File: src/rtl/main_fifo_pkg.sv
// Shared NoC definitions for the main input FIFO:
// word/pointer sizes, VC select bit and the VC pause helper.
package main_fifo_pkg;

    localparam int MF_DATA_SIZE = 6;
    localparam int MF_ADDR_SIZE = 2;
    localparam int MF_DEPTH     = 1 << MF_ADDR_SIZE;
    localparam int MF_VC_BIT    = MF_DATA_SIZE - 1;

    typedef enum logic {
        VC0 = 1'b0,
        VC1 = 1'b1
    } vc_sel_e;

    // True when the VC the word is routed to cannot take it.
    function automatic logic vc_paused(
        input vc_sel_e sel,
        input logic    p0,
        input logic    p1
    );
        return (sel == VC1) ? p1 : p0;
    endfunction

endpackage

File: src/rtl/main_fifo_mem.sv
// Register-array storage for the main FIFO:
// one synchronous write port, one asynchronous read port.
import main_fifo_pkg::*;

module main_fifo_mem #(
    parameter int DATA_SIZE = MF_DATA_SIZE,
    parameter int ADDR_SIZE = MF_ADDR_SIZE
) (
    input  logic                 clk,
    input  logic                 we_i,
    input  logic [ADDR_SIZE-1:0] waddr_i,
    input  logic [DATA_SIZE-1:0] wdata_i,
    input  logic [ADDR_SIZE-1:0] raddr_i,
    output logic [DATA_SIZE-1:0] rdata_o
);

    localparam int DEPTH = 1 << ADDR_SIZE;

    logic [DATA_SIZE-1:0] mem_q [DEPTH];

    // Write port; contents need no reset since count gates every read.
    always_ff @(posedge clk) begin
        if (we_i) begin
            mem_q[waddr_i] <= wdata_i;
        end
    end

    assign rdata_o = mem_q[raddr_i];

endmodule

File: src/rtl/main_fifo.sv
// Main input FIFO feeding the VC demux; pop of the head word
// is gated by the pause of the VC it selects.
import main_fifo_pkg::*;

module main_fifo #(
    parameter int DATA_SIZE = MF_DATA_SIZE,
    parameter int ADDR_SIZE = MF_ADDR_SIZE
) (
    input  logic                 clk,
    input  logic                 reset_L,
    input  logic                 push_main,
    input  logic [DATA_SIZE-1:0] data_in_main,
    input  logic                 pause_vc0,
    input  logic                 pause_vc1,
    input  logic [ADDR_SIZE:0]   thr_almost_full,
    input  logic [ADDR_SIZE:0]   thr_almost_empty,
    output logic                 valid_out_main,
    output logic [DATA_SIZE-1:0] data_out_main,
    output logic                 main_full,
    output logic                 main_empty,
    output logic                 main_almost_full,
    output logic                 main_almost_empty,
    output logic                 main_error
);

    localparam int DEPTH = 1 << ADDR_SIZE;
    localparam logic [ADDR_SIZE:0] DEPTH_C = (ADDR_SIZE + 1)'(DEPTH);

    logic [ADDR_SIZE-1:0] wr_ptr_q, wr_ptr_d;
    logic [ADDR_SIZE-1:0] rd_ptr_q, rd_ptr_d;
    logic [ADDR_SIZE:0]   count_q, count_d;
    logic                 valid_q, valid_d;
    logic [DATA_SIZE-1:0] data_q, data_d;
    logic                 err_q, err_d;

    logic [DATA_SIZE-1:0] head;
    logic                 push_ok;
    logic                 pop_ok;
    logic                 head_blocked;

    main_fifo_mem #(
        .DATA_SIZE (DATA_SIZE),
        .ADDR_SIZE (ADDR_SIZE)
    ) u_mem (
        .clk     (clk),
        .we_i    (push_ok),
        .waddr_i (wr_ptr_q),
        .wdata_i (data_in_main),
        .raddr_i (rd_ptr_q),
        .rdata_o (head)
    );

    // Occupancy and threshold flags straight from the current count.
    assign main_full         = (count_q == DEPTH_C);
    assign main_empty        = (count_q == '0);
    assign main_almost_full  = (count_q >= thr_almost_full);
    assign main_almost_empty = (count_q <= thr_almost_empty);

    // A paused head stalls the whole queue to keep strict order.
    assign head_blocked = vc_paused(vc_sel_e'(head[DATA_SIZE-1]),
                                    pause_vc0, pause_vc1);
    assign push_ok = push_main && !main_full;
    assign pop_ok  = !main_empty && !head_blocked;

    // Next-state for pointers, count, output word and overflow flag.
    always_comb begin
        wr_ptr_d = wr_ptr_q;
        rd_ptr_d = rd_ptr_q;
        if (push_ok) begin
            wr_ptr_d = wr_ptr_q + ADDR_SIZE'(1);
        end
        if (pop_ok) begin
            rd_ptr_d = rd_ptr_q + ADDR_SIZE'(1);
        end
        count_d = count_q
                + (ADDR_SIZE + 1)'(push_ok)
                - (ADDR_SIZE + 1)'(pop_ok);
        valid_d = pop_ok;
        data_d  = pop_ok ? head : '0;
        err_d   = err_q | (push_main & main_full);
    end

    // State registers; reset clears outputs and empties the queue.
    always_ff @(posedge clk or negedge reset_L) begin
        if (!reset_L) begin
            wr_ptr_q <= '0;
            rd_ptr_q <= '0;
            count_q  <= '0;
            valid_q  <= 1'b0;
            data_q   <= '0;
            err_q    <= 1'b0;
        end else begin
            wr_ptr_q <= wr_ptr_d;
            rd_ptr_q <= rd_ptr_d;
            count_q  <= count_d;
            valid_q  <= valid_d;
            data_q   <= data_d;
            err_q    <= err_d;
        end
    end

    assign valid_out_main = valid_q;
    assign data_out_main  = data_q;
    assign main_error     = err_q;

endmodule

File: config.mk
export PLATFORM = sky130hd
export DESIGN_NAME = main_fifo
export DESIGN_NICKNAME = d
export VERILOG_FILES = /design/src/rtl/main_fifo_pkg.sv /design/src/rtl/main_fifo_mem.sv /design/src/rtl/main_fifo.sv
export SDC_FILE = /design/constraint.sdc
export NUM_CORES = 1
export LEC_CHECK = 0
export ABC_CLOCK_PERIOD_IN_PS = 4200
export CORE_MARGIN = 5
export CORE_UTILIZATION = 30
export DETAILED_ROUTE_END_ITERATION = 12
export PLACE_DENSITY_LB_ADDON = 0.2
export SLEW_MARGIN = 10
export SYNTH_ARGS = -nofsm -noshare
export SYNTH_HDL_FRONTEND = slang
export SYNTH_SLANG_ARGS = --single-unit
File: constraint.sdc
create_clock -name clk -period 4.2 [get_ports clk]
set_input_delay 0.84 -clock clk [delete_from_list [all_inputs] [get_ports clk]]
set_output_delay 0.84 -clock clk [all_outputs]
set_load 0.005 [all_outputs]
After elaboration in Yosys (flattened, before gate mapping)
Memory sizes are Yosys's and may differ from the RTL's.
Index checks and enable logic that the tools add are counted.

storage, ports and cells
  register bits = 15
  memories = 1
  RAM bits = 24
  logic and storage cells = 26

memory list
  name         depth  width  read ports  clocked after memory_dff  wr ports  line                 source
  u_mem.mem_q  4      6      1           0                         1         main_fifo_mem.sv:19  logic [DATA_SIZE-1:0] mem_q [DEPTH];

operators by class
  bitwise gates (word level) = 2
  order comparisons = 2
  add/subtract/negate cells = 4
  reduce and logical (&&, ||, !) cells = 6
  muxes and demuxes = 4
  equality and inequality tests = 1

operators by type and width
  cell                                                            count
  6-bit two-way mux                                               1
  2-bit by 1-bit adder with 2-bit output (second input constant)  2
  3-bit by 1-bit adder with 3-bit output                          1
  3-bit equality test (second input constant)                     1
  3-bit >= comparator                                             1
  3-bit <= comparator                                             1
  1-bit zero test                                                 3
  3-bit zero test                                                 1
  1-bit two-way mux                                               3
  3-bit by 1-bit subtractor with 3-bit output                     1
  1-bit logical AND                                               2
  1-bit bitwise AND                                               1
  1-bit bitwise OR                                                1

Logic depth before layout (Yosys ltp)
Gate-level depths: netlist of the first run.

  depth after elaboration = 5
  depth in mapped cells = 9
  depth with buffers taken out = 9

Cells and area by module
Synthesis of the first run repeated with hierarchy kept, for this count alone.

second synthesis, totals
  cells, all modules = 97
  area, all modules = 1676.6 um2

by module, submodules not included
  module         seq. area each (um2)  instances  cells each  area an instance (um2)
  main_fifo_mem  720.7                 1          35          898.4
  main_fifo      375.4                 1          62          778.2

Least setup slack after synthesis of the first run
Ideal clock, no wire load.

  kind = input to output
  start = in thr_almost_empty[1]
  end = out main_almost_empty
  data required time = 3.360 ns
  arrival = 1.596 ns
  slack = 1.764 ns
  stages on the path = 5
  cells stage by stage = inv_1 ha_1 nor2b_1 o21a_1 o21ai_0

on the way
  longest elaborated chain between the ends = 1

ends and longest elaborated chain
  item                 line             source
  from (decl)          main_fifo.sv:16  input logic [ADDR_SIZE:0] thr_almost_empty,
  3-bit <= comparator  main_fifo.sv:57  assign main_almost_empty = (count_q <= thr_almost_empty);
  to (decl)            main_fifo.sv:22  output logic main_almost_empty,

Every way passes these cells.

Worst setup path after layout of the first run
Ends and elaborated chain as after synthesis.

==> flow_summary.ini, run 1 <==
[clock_network]
cts_repair_resize_count = 0
clock_tree.root_cell = sky130_fd_sc_hd__clkbuf_8
clock_path_buffers = 2
tritoncts_num_sinks = 39
clk-insertion-delay-late_ns = 0.28
h-tree-depth = 2
post_cts.repair.setup_buffers = 0
cts_hold_buffers = 0
cts_inserted_buffers = 5
clock_tree_from_tritoncts = built
clkTransAtPathRegs_ns = 0.07

[critical_path]
critPathArrivalTime_ns = 2.56
worst-r2r-setup-slack_ns = 1.55
path_cells = clkdlybuf4s50_1 > inv_1 > ha_1 > nor2b_1 > o21a_1 > o21ai_0 > clkdlybuf4s50_1
cp_top_family = buffers and inverters
timing.critical_path.mode_cell = sky130_fd_sc_hd__clkdlybuf4s50_1
critical_path_class = in2out
crit_fanout = 2
crit_buf_inv = 3
rr_startpoint = rd_ptr_q[1]$_DFFE_PN0P_
startpoint_type = input port
critical-path-slowest-cell = sky130_fd_sc_hd__clkdlybuf4s50_1
worst_r2r_endpoint = count_q[1]$_DFF_PN0_
timing.critical_path.to_type = output port
critical_path_required_ns = 3.36
worst_case_reg_to_reg_path_depth = 7
startpoint = thr_almost_empty[1]
cpPeakStageDelay_ns = 0.52

[global_route]
grt_pass1_wl_um = 4840
grt_usage_pct = 8.79
antenna_found_initial = 0
grt_max_degree = 16
grt_pass1_vias = 933
grt-ovfl-total = 0

[die]
rows = 27
die_w_um = 86.2
ioPinCount = 29
die_area_um2 = 7430
effective_utilization_at_floorplan_pct = 31.3
die_height_um = 86.2
core_area_um2 = 5570

[synth]
synth-main-ff-cell = sky130_fd_sc_hd__edfxtp_1
synth_sequential_area_ratio_pct = 62.9
gate_count_of_the_mapped_netlist = 107
postSynthNetCount = 137
post-synth-top-area-fraction_pct = 41.3
asyncSetResetFlopFracSynth_pct = 38.5
synth.yosys.warnings = 0
synth-edff-count = 24
synth_seq_cells = 39
netlist.top_cell.by_area = sky130_fd_sc_hd__edfxtp_1
dominant_cells_by_area_after_synthesis = sky130_fd_sc_hd__edfxtp_1 41%, sky130_fd_sc_hd__dfrtp_1 22%, sky130_fd_sc_hd__ha_1 8.6%, sky130_fd_sc_hd__mux4_1 7.5%, sky130_fd_sc_hd__and2_1 3.2%
synth.distinct_cells = 27
syn_avg_cell_area_um2 = 16.3
synth_area_um2 = 1740

[power_and_ir_drop]
power_leakage_nw = 0.891
max-vdd-ir-drop_uv = 280
internal_power_mw = 0.965
power.sequential.fraction_pct = 44.1
total_power_mw = 1.39
switching_share_pct = 30.5
power_per_cell_area_nw_per_um2 = 634
clock_power_share_pct = 18.6
switching_power_mw = 0.423
share_comb_of_total_power_pct = 37.3

[sta]
hold_violations = 0
setup_repair_after_global_routing_missed_its_margin = no
max_clock_freq_mhz = 294
timing.setup.tns_ns = 0
final_critical_path_setup_slack_ns = 0.797
worstMarginPinSlew_ns = 0.828
setup_viol_count_final = 0
layout_worst_path_cycle_share_pct = 81.0
slew_violations = 0
clock-skew-final_ns = 0.00689
worst_slew_margin_rel_pct = 44.4
final.min_clock_period_ns = 3.40

[run]
maxCapViolCount = 0

[route]
ant_nets = 0
drt_first_iter_violations = 1
wirelength_um = 2990
route.detailed.wl_per_inst_um = 14.0
num_vias = 916
via_per_inst = 4.30
drc = 0
first_pass_iters = 2

[placement]
place.gp.congestion = 0.688
dp.final_hpwl_um = 2160
portBuffers = 28
dp.cells = 205
pre_cts_slack_ns = 0.778
placed_cell_area_um2 = 2100

[worst_hold_path]
hold_end = main_error$_DFF_PN0_
worst_hold_path_type = reg2reg
worst_hold_path.num_cells = 1
worstHoldStart = main_error$_DFF_PN0_

[final_layout]
fillers = 544
insertedDiodeCount = 0
stdcell_count = 213
area_growth_syn_to_layout_pct = 25.6
final_layout_size_suffix_gt1_share_pct = 8.51
design.final.nets = 170
postLayoutCellArea_um2 = 2190

[outcome]
run_status = complete, no violations
==> power by group through the flow <==
stage	Combinational (mW)	Clock, mW	Sequential, mW
global placement	0.517	0	0.623
CTS	0.538	0.268	0.618
finish	0.518	0.258	0.612
floorplan	0.363	0	0.584
global route	0.591	0.288	0.634
detailed placement	0.535	0	0.627
==> worst max path at each step <==
stage,cells after the start,slack (ns),end
6_report,7,0.80,main_almost_empty
5_1_grt,7,0.69,main_almost_empty
4_1_cts,7,0.78,main_almost_empty
3_5_place_dp,7,0.78,main_almost_empty
3_3_place_gp,7,0.82,main_almost_empty
2_1_floorplan,5,1.76,main_almost_empty
==> layer usage <==
metal  part of all wire (%)  wire, um  global-route usage [%]
met1                     42      1240                    9.92
met2                     51      1520                    14.8
met3                    6.1       181                    3.99
met4                    1.5        44                    2.97
met5                      0         0                       0
==> synth_stat cells, types with 2 or more instances <==
cell type	n
sky130_fd_sc_hd__nor2b_1	2
sky130_fd_sc_hd__ha_1	12
sky130_fd_sc_hd__nand2b_1	3
sky130_fd_sc_hd__mux4_1	5
sky130_fd_sc_hd__inv_1	12
sky130_fd_sc_hd__a21o_1	3
sky130_fd_sc_hd__edfxtp_1	24
sky130_fd_sc_hd__mux2i_1	3
sky130_fd_sc_hd__xnor2_1	2
sky130_fd_sc_hd__dfrtp_1	15
sky130_fd_sc_hd__and2_1	9
sky130_fd_sc_hd__xor2_1	2
==> stage by stage <==
stage | utilization [%] | hold WS (ns)
6_report | 39.3 | 0.462
5_1_grt | 39.3 | 0.477
4_1_cts | 39.3 | 0.468
3_5_place_dp | 37.6 | 0.451
3_3_place_gp | 37.6 | 0.441
2_1_floorplan | - | 0.451
==> kinds of logic (layout without fill, tap and decap cells) <==
group	after synthesis	in the layout	synth area share, %
compound gates	8	8	4.09
xor+xnor	4	4	2.01
fa+ha+maj	13	13	9.76
buf+inv	14	48	3.52
flops	39	39	62.9
mux	10	10	10.8
simple gates	19	19	6.96
==> sequential cells by signal, indices dropped and copies added (netlist names) <==
name / flops
wr_ptr_q: 2
main_error: 1
data_out_main: 6
count_q: 3
u_mem.mem_q: 24
valid_out_main: 1
rd_ptr_q: 2
==> cells in the final DEF, fill, tap and decap left out, drive strengths merged <==
master | Yosys | final
a2111oi | 1 | 1
a211oi | 2 | 2
a21o | 3 | 3
and2 | 10 | 10
and3 | 1 | 1
clkbuf | 1 | 7
clkdlybuf4s50 | 0 | 28
clkinv | 0 | 1
dfrtp | 15 | 15
edfxtp | 24 | 24
fa | 1 | 1
ha | 12 | 12
inv | 12 | 12
mux2 | 2 | 2
mux2i | 3 | 3
mux4 | 5 | 5
nand2b | 3 | 3
nand3 | 1 | 1
nor2b | 2 | 2
nor3 | 2 | 2
o21a | 1 | 1
o21ai | 1 | 1
xnor2 | 2 | 2
xor2 | 2 | 2
==> cell type report <==
| type | instances | area [um^2] | share of cell area [%] |
|---|---|---|---|
| repair buffers | 28 | 280 | 12.8 |
| clock buffers | 7 | 86.3 | 3.95 |
| inverters | 12 | 45.0 | 2.06 |
| well taps | 72 | 90.1 | 4.12 |
| flip-flops and latches | 39 | 1100 | 50.1 |
| multi-input cells | 54 | 586 | 26.8 |
| clock inverters | 1 | 5.00 | 0.229 |
==> worst register-to-register path, cell delays in order, from the launching register on <==
cell	delay, ns
sky130_fd_sc_hd__dfrtp_1	0.56
sky130_fd_sc_hd__mux2i_1	0.31
sky130_fd_sc_hd__mux2_4	0.35
sky130_fd_sc_hd__a211oi_4	0.39
sky130_fd_sc_hd__ha_1	0.30
sky130_fd_sc_hd__inv_1	0.05
sky130_fd_sc_hd__ha_1	0.15
sky130_fd_sc_hd__fa_1	0.40
Power figures use the tool's default switching activity.
==> run 2: changes to the inputs <==
--- a/config.mk
+++ b/config.mk
@@ -5,7 +5,7 @@
 export SDC_FILE = /design/constraint.sdc
 export NUM_CORES = 1
 export LEC_CHECK = 0
-export ABC_CLOCK_PERIOD_IN_PS = 4200
+export ABC_CLOCK_PERIOD_IN_PS = 3250
 export CORE_MARGIN = 5
 export CORE_UTILIZATION = 30
 export DETAILED_ROUTE_END_ITERATION = 12
==> constraint.sdc (replaced) <==
create_clock -name clk -period 3.25 [get_ports clk]
set_input_delay 0.65 -clock clk [delete_from_list [all_inputs] [get_ports clk]]
set_output_delay 0.65 -clock clk [all_outputs]
set_load 0.005 [all_outputs]
==> flow_summary.ini, run 2 (synthesis results as in run 1) <==
[final_layout]
commonest_non_fill_non_tap_cells_in_the_layout = 28 x sky130_fd_sc_hd__clkdlybuf4s50_1, 24 x sky130_fd_sc_hd__edfxtp_1, 15 x sky130_fd_sc_hd__dfrtp_1
registers.top_by_ff_count = u_mem.mem_q
multiInputGateArea_um2 = 586
stdcell_count = 215
largest_register_ffs = 24
fillers = 526
design.final.nets = 172
area.sequential_um2 = 1100
final_layout_size_suffix_gt1_share_pct = 10.5
insertedDiodeCount = 0
area_growth_syn_to_layout_pct = 27.9
postLayoutCellArea_um2 = 2230
utilization_pct = 40.0
layout.cells.most_common = sky130_fd_sc_hd__clkdlybuf4s50_1

[die]
die_area_um2 = 7430
ioPinCount = 29
die_height_um = 86.2
die_w_um = 86.2
effective_utilization_at_floorplan_pct = 31.3
rows = 27
core_area_um2 = 5570

[placement]
pre_cts_slack_ns = 0.192
dp.final_hpwl_um = 2200
dp.cells = 207
portBuffers = 28
placed_cell_area_um2 = 2110
place.gp.congestion = 0.688

[global_route]
grt_usage_pct = 9.22
antenna_found_initial = 0
grt_max_degree = 16
grt_pass1_vias = 1036
grt_pass1_wl_um = 5040
grt-ovfl-total = 0

[critical_path]
worst_case_reg_to_reg_path_depth = 7
path_depth = 7
crit_fanout = 2
startpoint_type = input port
timing.critical_path.to_type = output port
timing.critical_path.mode_cell = sky130_fd_sc_hd__clkdlybuf4s50_1
critical_path_class = in2out
critical_path_required_ns = 2.60
cpPeakStageDelay_ns = 0.52
crit_buf_inv = 3
critical-path-slowest-cell = sky130_fd_sc_hd__clkdlybuf4s50_1
path_cells = clkdlybuf4s50_1 > inv_1 > ha_1 > nor2b_1 > o21a_1 > o21ai_0 > clkdlybuf4s50_1
worst-r2r-setup-slack_ns = 0.76
cp_top_family = buffers and inverters
critPathArrivalTime_ns = 2.39

[clock_network]
clock_path_buffers = 2
cts_inserted_buffers = 5
h-tree-depth = 2
clock_tree_from_tritoncts = built
post_cts.repair.setup_buffers = 0
clock_tree.root_cell = sky130_fd_sc_hd__clkbuf_8
tritoncts_num_sinks = 39
cts_repair_resize_count = 0
clk-insertion-delay-late_ns = 0.29
cts_hold_buffers = 0
clkTransAtPathRegs_ns = 0.07

[worst_hold_path]
worst_hold_path_type = reg2reg
worst_hold_path.num_cells = 1

[outcome]
run_status = complete, no violations

[route]
wirelength_um = 3010
drc = 0
via_per_inst = 4.38
route.detailed.wl_per_inst_um = 14.0
ant_nets = 0
first_pass_iters = 4
drt_first_iter_violations = 26
num_vias = 942

[sta]
setup_viol_count_final = 0
hold_violations = 0
worst_slew_margin_rel_pct = 50.9
clock-skew-final_ns = 0.00741
layout_worst_path_cycle_share_pct = 93.6
final.min_clock_period_ns = 3.04
final_critical_path_setup_slack_ns = 0.208
timing.setup.tns_ns = 0
slew_violations = 0
max_clock_freq_mhz = 329
setup_repair_after_global_routing_missed_its_margin = no
worstMarginPinSlew_ns = 0.734
whs_ns = 0.466

[power_and_ir_drop]
max-vdd-ir-drop_uv = 334
total_power_mw = 1.90
power_leakage_nw = 0.914
power_per_cell_area_nw_per_um2 = 853

[run]
maxCapViolCount = 0
-- run 2: changes by cell type in the layout (fill, tap and decap cells not counted), sizes merged --
| cell | previous run | this run |
|---|---|---|
| bufinv | 0 | 1 |
| clkbuf | 7 | 6 |
| buf | 0 | 2 |
-- run 2: final timing paths --
kind / from / to
max in group asynchronous: reset_L / data_out_main[0]$_DFF_PN0_
min: main_error$_DFF_PN0_ / main_error$_DFF_PN0_
min in group asynchronous: reset_L / data_out_main[4]$_DFF_PN0_
min reg2reg: main_error$_DFF_PN0_ / main_error$_DFF_PN0_
max: thr_almost_empty[1] / main_almost_empty
max reg2reg: rd_ptr_q[1]$_DFFE_PN0P_ / count_q[1]$_DFF_PN0_
-- run 2: where the power goes --
part | total, mW | switching, mW | internal (mW)
clock | 0.413 | 0.165 | 0.248
combinational | 0.695 | 0.289 | 0.406
sequential | 0.794 | 0.106 | 0.688
total | 1.90 | 0.559 | 1.34
-- run 2: final cells by class --
type,count,area share (%)
multi-input cells,54,26.3
repair buffers,30,13.2
flip-flops and latches,39,49.2
clock buffers,6,3.70
inverters,12,2.02
well taps,72,4.04
clock inverters,2,1.57
-- run 2: worst reg2reg max path, stage by stage, from the launching register on --
cell	delay (ns)
sky130_fd_sc_hd__dfrtp_1	0.57
sky130_fd_sc_hd__mux2i_1	0.31
sky130_fd_sc_hd__mux2_4	0.35
sky130_fd_sc_hd__a211oi_4	0.26
sky130_fd_sc_hd__ha_1	0.26
sky130_fd_sc_hd__inv_1	0.06
sky130_fd_sc_hd__ha_1	0.15
sky130_fd_sc_hd__fa_1	0.41
-- run 2: metal layers --
layer	vias up	share of wire, %	GRT usage, %
met5	-	0	0
met4	0	2.3	5.10
met3	8	5.5	2.76
met2	20	54	16.0
met1	459	38	10.0
li1	455	-	-
==> run 3: changes to the inputs <==
--- a/config.mk
+++ b/config.mk
@@ -6,6 +6,8 @@
 export NUM_CORES = 1
 export LEC_CHECK = 0
 export ABC_CLOCK_PERIOD_IN_PS = 3250
+export CELL_PAD_IN_SITES_DETAIL_PLACEMENT = 0
+export CELL_PAD_IN_SITES_GLOBAL_PLACEMENT = 1
 export CORE_MARGIN = 5
 export CORE_UTILIZATION = 30
 export DETAILED_ROUTE_END_ITERATION = 12
==> flow_summary.ini, run 3 (synthesis results as in run 1) <==
[critical_path]
critPathArrivalTime_ns = 2.43
worst_case_reg_to_reg_path_depth = 8
worst_r2r_endpoint = count_q[2]$_DFF_PN0_
crit_buf_inv = 3
rr_startpoint = rd_ptr_q[1]$_DFFE_PN0P_
cp_top_family = buffers and inverters
timing.critical_path.to_type = output port
startpoint = thr_almost_empty[1]
crit_fanout = 2
path_cells = clkdlybuf4s50_1 > inv_1 > ha_1 > nor2b_1 > o21a_1 > o21ai_0 > clkdlybuf4s50_1
critical_path_class = in2out
critical-path-slowest-cell = sky130_fd_sc_hd__clkdlybuf4s50_1
timing.critical_path.to = main_almost_empty
startpoint_type = input port
worst-r2r-setup-slack_ns = 0.72
path_depth = 7
cpPeakStageDelay_ns = 0.54
timing.critical_path.mode_cell = sky130_fd_sc_hd__clkdlybuf4s50_1
critical_path_required_ns = 2.60

[final_layout]
layout.cells.most_common = sky130_fd_sc_hd__clkdlybuf4s50_1
registers.top_by_ff_count = u_mem.mem_q
insertedDiodeCount = 0
stdcell_count = 214
final_layout_size_suffix_gt1_share_pct = 9.86
area_growth_syn_to_layout_pct = 28.6
utilization_pct = 40.2
design.final.nets = 171
commonest_non_fill_non_tap_cells_in_the_layout = 28 x sky130_fd_sc_hd__clkdlybuf4s50_1, 24 x sky130_fd_sc_hd__edfxtp_1, 15 x sky130_fd_sc_hd__dfrtp_1
largest_register_ffs = 24

[clock_network]
clkTransAtPathRegs_ns = 0.07
cts_inserted_buffers = 5
clock_tree_from_tritoncts = built
clock_tree.root_cell = sky130_fd_sc_hd__clkbuf_8
cts_hold_buffers = 0
post_cts.repair.setup_buffers = 0
clock_path_buffers = 2
clk-insertion-delay-late_ns = 0.28
cts_repair_resize_count = 0
tritoncts_num_sinks = 39
h-tree-depth = 2

[power_and_ir_drop]
max-vdd-ir-drop_uv = 448
total_power_mw = 1.94
power_per_cell_area_nw_per_um2 = 867
power_leakage_nw = 0.912

[route]
via_per_inst = 4.37
wirelength_um = 2880
route.detailed.wl_per_inst_um = 13.5
num_vias = 936
ant_nets = 0
drc = 0
drt_first_iter_violations = 15
first_pass_iters = 4

[run]
maxCapViolCount = 0

[sta]
layout_worst_path_cycle_share_pct = 94.7
timing.setup.tns_ns = 0
final_critical_path_setup_slack_ns = 0.171
setup_viol_count_final = 0
setup_repair_after_global_routing_missed_its_margin = no
max_clock_freq_mhz = 325
final.min_clock_period_ns = 3.08
slew_violations = 0
worstMarginPinSlew_ns = 0.780
worst_slew_margin_rel_pct = 47.6
hold_violations = 0
clock-skew-final_ns = 0.0101

[die]
ioPinCount = 29
core_area_um2 = 5570
die_area_um2 = 7430
rows = 27
effective_utilization_at_floorplan_pct = 31.3
die_w_um = 86.2
die_height_um = 86.2

[global_route]
grt_pass1_wl_um = 4860
groute.layer.met2.usage_pct = 13.8
antenna_found_initial = 0
grt_max_degree = 16
top_usage_layer = met2
globalRouteMet1Util_pct = 10.6
grt-ovfl-total = 0
grt_pass1_vias = 990
met3_usage_pct = 3.14
grt_usage_pct = 8.62

[placement]
dp.cells = 206
dp.final_hpwl_um = 2130
portBuffers = 28
pre_cts_slack_ns = 0.158
place.gp.congestion = 0.643

[worst_hold_path]
worst_hold_path_type = reg2reg

[outcome]
run_status = complete, no violations
[run 3: power breakdown]
| group | internal [mW] | switching (mW) | leakage, nW |
|---|---|---|---|
| Combinational | 0.401 | 0.280 | 0.448 |
| Clock | 0.306 | 0.159 | 0.0644 |
| Sequential | 0.688 | 0.109 | 0.400 |
[run 3: final cells by class]
type | instances | area (um^2)
fill | 523 | 3330
sequential | 39 | 1100
multi-input combinational | 54 | 586
timing repair buffer | 29 | 288
tap | 72 | 90.1
clock buffer | 5 | 68.8
clock inverter | 3 | 67.6
inverter | 12 | 45.0
[run 3: worst min path at each step]
stage          cells after the start                    to                  from
2_1_floorplan                      0  count_q[0]$_DFF_PN0_               reset_L
3_3_place_gp                       1  main_error$_DFF_PN0_  main_error$_DFF_PN0_
3_5_place_dp                       1  main_error$_DFF_PN0_  main_error$_DFF_PN0_
4_1_cts                            1  main_error$_DFF_PN0_  main_error$_DFF_PN0_
5_1_grt                            1  main_error$_DFF_PN0_  main_error$_DFF_PN0_
6_report                           1  main_error$_DFF_PN0_  main_error$_DFF_PN0_
[run 3: metrics by stage]
step	hold WS, ns	instance area [um^2]
floorplan	0.354	1740
global placement	0.439	2100
detailed placement	0.447	2100
CTS	0.466	2240
global route	0.483	2240
finish	0.460	2240
[run 3: worst register-to-register path: cells and delay by family, from the launching register on]
family          cells  cell delay [ns]
xor+xnor            1             0.14
fa+ha+maj           3             0.71
flops               1             0.59
mux                 2             0.68
compound gates      1             0.27
buf+inv             1             0.04
[run 3: per-layer routing]
layer / wire (um) / share of wire, % / up-vias
met2: 1430 / 50 / 21
met3: 173 / 6.0 / 4
li1: - / - / 448
met1: 1250 / 43 / 463
met4: 30 / 1.0 / 0
met5: 0 / 0 / -
